$ cat src/rtl/line_burst_reader.sv
// line_burst_reader: sequences single-byte writes and line reads into one
// memory_bank and streams read lines out critical-byte-first.
//
// state  | meaning
// -------+-------------------------------------------------------------
// IDLE   | ready for a request, bank enable and write enable low
// SETUP  | bank enable high for its single cycle, WE/ADDR/DI presented
// COMMIT | enable low, WE/ADDR/DI held while the RAM samples them
// STREAM | read only: step SELECT over the line, feed the rd channel
module line_burst_reader #(
    parameter int ADDR_W   = 14,
    parameter int DATA_W   = 8,
    parameter int OFFSET_W = 3
) (
    input  logic                CLK,
    input  logic                RST,
    input  logic                REQ_VALID,
    output logic                REQ_READY,
    input  logic                REQ_WE,
    input  logic [ADDR_W-1:0]   REQ_ADDR,
    input  logic [DATA_W-1:0]   REQ_DATA,
    output logic                WR_DONE,
    output logic                RD_VALID,
    input  logic                RD_READY,
    output logic [DATA_W-1:0]   RD_DATA,
    output logic [OFFSET_W-1:0] RD_OFFSET,
    output logic                RD_LAST,
    output logic                BANK_EN,
    output logic                BANK_WE,
    output logic [ADDR_W-1:0]   BANK_ADDR,
    output logic [DATA_W-1:0]   BANK_DI,
    output logic [OFFSET_W-1:0] BANK_SELECT,
    input  logic [DATA_W-1:0]   BANK_DO
);

    localparam int LINE_BYTES = 1 << OFFSET_W;
    localparam logic [OFFSET_W:0] CNT_FULL = (OFFSET_W + 1)'(LINE_BYTES);
    localparam logic [OFFSET_W:0] CNT_LAST = (OFFSET_W + 1)'(LINE_BYTES - 1);
    localparam logic [OFFSET_W:0] CNT_ONE  = (OFFSET_W + 1)'(1);

    typedef enum logic [1:0] {
        IDLE   = 2'd0,
        SETUP  = 2'd1,
        COMMIT = 2'd2,
        STREAM = 2'd3
    } state_t;

    state_t state;
    state_t state_next;

    logic [OFFSET_W:0]   load_cnt;
    logic [OFFSET_W-1:0] start_off;
    logic                accept;
    logic                stream_load;
    logic                stream_done;

    // REQ_READY is a registered copy of (state == IDLE)
    assign accept      = REQ_VALID && REQ_READY;
    assign stream_load = (state == STREAM) && (load_cnt < CNT_FULL) && (!RD_VALID || RD_READY);
    assign stream_done = (state == STREAM) && RD_VALID && RD_READY && RD_LAST;

    // critical-byte-first walk; wraps naturally at the line boundary
    assign BANK_SELECT = start_off + load_cnt[OFFSET_W-1:0];

    // state register
    always_ff @(posedge CLK) begin
        if (RST) begin
            state <= IDLE;
        end else begin
            state <= state_next;
        end
    end

    // next-state decode; BANK_WE still carries the latched request type in COMMIT
    always_comb begin
        state_next = state;
        case (state)
            IDLE:    if (accept) state_next = SETUP;
            SETUP:   state_next = COMMIT;
            COMMIT:  state_next = BANK_WE ? IDLE : STREAM;
            STREAM:  if (stream_done) state_next = IDLE;
            default: state_next = IDLE;
        endcase
    end

    // bank-side registers, request handshake and write completion pulse
    always_ff @(posedge CLK) begin
        if (RST) begin
            REQ_READY <= 1'b1;
            WR_DONE   <= 1'b0;
            BANK_EN   <= 1'b0;
            BANK_WE   <= 1'b0;
            BANK_ADDR <= '0;
            BANK_DI   <= '0;
            start_off <= '0;
        end else begin
            REQ_READY <= (state_next == IDLE);
            WR_DONE   <= 1'b0;
            // enable defaults low so it can only ever be high for the SETUP cycle
            BANK_EN   <= 1'b0;
            case (state)
                IDLE: begin
                    if (accept) begin
                        BANK_EN   <= 1'b1;
                        BANK_WE   <= REQ_WE;
                        BANK_ADDR <= REQ_ADDR;
                        BANK_DI   <= REQ_DATA;
                        start_off <= REQ_ADDR[OFFSET_W-1:0];
                    end
                end
                COMMIT: begin
                    // RAM sampled WE/ADDR/DI on this edge; WE must drop so DO_BUF drives
                    BANK_WE <= 1'b0;
                    if (BANK_WE) WR_DONE <= 1'b1;
                end
                default: ;
            endcase
        end
    end

    // read channel: load a new byte whenever the output register is free or draining
    always_ff @(posedge CLK) begin
        if (RST) begin
            RD_VALID  <= 1'b0;
            RD_DATA   <= '0;
            RD_OFFSET <= '0;
            RD_LAST   <= 1'b0;
            load_cnt  <= '0;
        end else begin
            if (stream_load) begin
                RD_DATA   <= BANK_DO;
                RD_OFFSET <= BANK_SELECT;
                RD_VALID  <= 1'b1;
                RD_LAST   <= (load_cnt == CNT_LAST);
                load_cnt  <= load_cnt + CNT_ONE;
            end else if (RD_VALID && RD_READY) begin
                RD_VALID <= 1'b0;
            end
            if (stream_done) begin
                RD_LAST  <= 1'b0;
                load_cnt <= '0;
            end
        end
    end

endmodule

$ cat config.mk
export PLATFORM = sky130hd
export DESIGN_NAME = line_burst_reader
export DESIGN_NICKNAME = d
export VERILOG_FILES = /design/src/rtl/line_burst_reader.sv
export SDC_FILE = /design/constraint.sdc
export NUM_CORES = 1
export LEC_CHECK = 0
export BUFFER_PORTS_ARGS = -buffer_cell sky130_fd_sc_hd__clkbuf_2
export CAP_MARGIN = 10
export CORE_MARGIN = 2
export CORE_UTILIZATION = 50
export CTS_CLUSTER_SIZE = 30
export DETAILED_ROUTE_END_ITERATION = 16
export PLACE_DENSITY = 0.87
export SLEW_MARGIN = 20
export SYNTH_ARGS = -nofsm -noshare
export SYNTH_HDL_FRONTEND = slang
export SYNTH_SLANG_ARGS = --single-unit
$ cat constraint.sdc
create_clock -name CLK -period 2.5 [get_ports CLK]
set_input_delay 0 -clock CLK [delete_from_list [all_inputs] [get_ports CLK]]
set_output_delay 0 -clock CLK [all_outputs]
set_load 0.03 [all_outputs]
==> impl_metrics.toml <==
[route]
final_antenna_net_count = 0
drt-total-wl_mm = 4.72
post_drt_wl_per_cell_um = 13.2
drc = 0
wl_met2_mm = 2.41
wl_met3_um = 249
drt-vias-per-instance = 5.21
first_pass_iters = 4
first_iter_violations = 133
m1WireLength_mm = 1.95
top_layer = "met4"
vias = 1859

[place]
place_ws_ns = 0.856
io_buffer_count = 76
dpl-instance-area_mm2 = 0.00219
globalplace.congestion = 0.810
hpwl_mm = 2.90

[cts]
cts_resized = 0
root_buffer = "clkbuf_4"
clockBufferDepth = 2
cts.sinks = 45
clk_latency_ns = 0.34
cts_buffers = 5
cts_tree = "built"
htreeDepth = 2
clkSlewWorstSetupHoldPaths_ns = 0.12

[synthesis]
synth_area_leaders = "dfxtp_1, a21oi_1, nand2_1"
synth_top_area_share_pct = 49.7
ys_seq_area_share_pct = 49.7
muxShareOfSynthArea_pct = 0
syn_inst = 211
avgSynthCellArea_um2 = 8.59
synth_cell_types = 33
synth_seq_cells = 45
synth_xor_area_share_pct = 1.24
synth_top_area_cell = "dfxtp_1"
synth_adder_area_share_pct = 2.48
synth_top_family_by_area = "simple AND/OR/NAND/NOR gates"
syn_nets = 249
synthSimpleGateAreaFrac_pct = 21.9
synth_compound_area_share_pct = 18.6
synth_area_mm2 = 0.00181
ys_warn_count = 0

[flow_run]
drv_cap = 0

[status]
status = "finished clean"

[global_route]
gr-total-overflow = 0
grt_pass1_vias = 1800
grt_pass1_wl_mm = 7.62
grt_max_degree = 27
grtUsageTotal_pct = 23.5
antenna_found_initial = 0

[timing]
slew_headroom_pct = 56.2
fmax_mhz = 570
fin_ws_ns = 0.746
drv_slew = 0
post-route-min-period_ns = 1.75
hold_viol_final = 0
finalSetupTns_ns = 0
clock_skew_ns = 0.0107
worstMarginPinSlew_ns = 0.656
rsz0062_at_grt = "false"
post-route-period-util_pct = 70.2
final-setup-viol-count = 0

[worst_setup_path]
worstPathArrival_ns = 1.75
slowest_stage = "dfxtp_1"
startpoint_type = "flop"
crit_chain = "ha_1 -> inv_1 -> fa_1 -> xnor3_1 -> clkbuf_2"
cp_num_buf_inv = 2
cp_slowest_stage_delay_ns = 0.40
critical-path-top-delay-family = "adder cells"
crit_required_ns = 2.50
crit_path_max_fanout = 5
critPathKind = "reg -> out"
worst_setup_path_end_kind = "output port"

[floorplanning]
ioPinCount = 77
die_area_mm2 = 0.00412
fp.dieH_um = 64.2
start_util_pct = 53.1
num_rows = 21
core-area_mm2 = 0.00342
die_x_um = 64.2

[pwr]
power.density_mw_per_mm2 = 614
ir_drop_v = 0.000416
leakagePower_nw = 1.10

[finish]
area_growth_syn_to_layout_pct = 41.0
num-fill-cells = 257
num_antenna_cells = 0
finalInstanceArea_mm2 = 0.00256
layout-drive-gt1-share_pct = 28.9
nNetsFinal = 349

[hold_path]
hold_path_class = "in -> reg"
==> logic make-up (layout without fill, tap and decap cells) <==
logic type               Yosys count  count (layout)
AO/OA/AOI/OAI                     57              57
AND/OR/NAND/NOR                   82              82
buffers and inverters             23             123
XOR/XNOR                           1               1
flip-flops                        45              45
adder cells (fa/ha/maj)            3               3
==> flip-flops by register name (all words and copies together) (netlist names) <==
signal,count
load_cnt,4
BANK_EN,1
BANK_ADDR,14
BANK_DI,8
RD_LAST,1
REQ_READY,1
RD_DATA,8
BANK_WE,1
RD_VALID,1
state,2
WR_DONE,1
RD_OFFSET,3
==> cell usage in the layout, fill, tap and decap left out, drive strengths merged, types with 2 or more instances in the layout <==
| cell | synthesis | routed |
|---|---|---|
| clkbuf | 11 | 83 |
| nand2 | 48 | 48 |
| dfxtp | 45 | 45 |
| a21oi | 38 | 38 |
| dlygate4sd3 | 0 | 31 |
| o31ai | 13 | 13 |
| nand4 | 10 | 10 |
| inv | 5 | 5 |
| nor2 | 4 | 4 |
| buf | 7 | 4 |
| or4 | 3 | 3 |
| nor2b | 2 | 2 |
| a31oi | 2 | 2 |
| nor4 | 2 | 2 |
| nor3 | 2 | 2 |
| nand2b | 2 | 2 |
| nand3 | 2 | 2 |
| ha | 2 | 2 |
==> what timing repair did <==
action                                 CTS  global route
endpoints found under the hold margin   31             0
setup buffers                            0             0
hold buffers                            31             0
==> tightest hold or removal path, delay by kind of cell <==
kind	cells	cell delay [ns]
AOI/OAI and AO/OA	1	0.10
buffers and inverters	1	0.09
and+or+nand+nor	2	0.18
==> path summary, 6_finish.rpt <==
check                   endpoint  depth (start not counted)         from  slack, ns
setup / recovery  BANK_SELECT[2]                          5  load_cnt[0]       0.75
hold / removal         REQ_READY                          4    REQ_VALID       0.04
setup reg to reg    RD_OFFSET[2]                          6  load_cnt[0]       0.86
hold reg to reg       BANK_DI[6]                          2   BANK_DI[6]       0.46
==> per-layer routing <==
| layer | up-vias | GRT usage [%] |
|---|---|---|
| met1 | 838 | 26.3 |
| li1 | 938 | - |
| met3 | 10 | 4.75 |
| met4 | 0 | 10.9 |
| met2 | 73 | 42.4 |
| met5 | - | 0 |
==> synth_stat cells <==
cell type  count
a21o_1         1
a21oi_1       38
a31oi_1        2
a41o_2         1
and2_1         1
and3_1         1
and4bb_2       1
buf_2          3
buf_4          3
buf_6          1
clkbuf_1      11
dfxtp_1       45
fa_1           1
ha_1           2
inv_1          5
nand2_1       47
nand2_2        1
nand2b_1       2
nand3_1        2
nand4_1       10
nand4bb_1      1
nor2_1         4
nor2b_1        2
nor3_1         2
nor3b_1        1
nor4_1         2
o21ba_2        1
o31ai_1       13
o32ai_1        1
or2b_1         1
or3_1          1
or4_1          3
xnor3_1        1
==> power by group <==
part	switching (mW)	leakage (nW)	internal, mW
registers	0.0383	0.367	0.774
clock network	0.212	0.0314	0.133
logic	0.261	0.706	0.153
==> through the flow <==
stage	std cells	utilization, %	power, mW	hold WS (ns)
final	357	74.8	1.57	0.0413
after global placement	319	64.1	1.19	0.222
after CTS	357	74.8	1.57	0.0341
after detailed placement	319	64.1	1.20	0.230
after floorplan	211	-	1.09	0.136
after global routing	357	74.8	1.65	0.0350
==> layout make-up <==
class / count / area, µm² / area share [%]
clock buffer: 7 / 55.1 / 2.15
inverter: 5 / 18.8 / 0.734
multi-input combinational: 143 / 803 / 31.4
sequential: 45 / 901 / 35.2
tap: 46 / 57.6 / 2.25
timing repair buffer: 111 / 721 / 28.2
(Power assumes the default switching activity.)
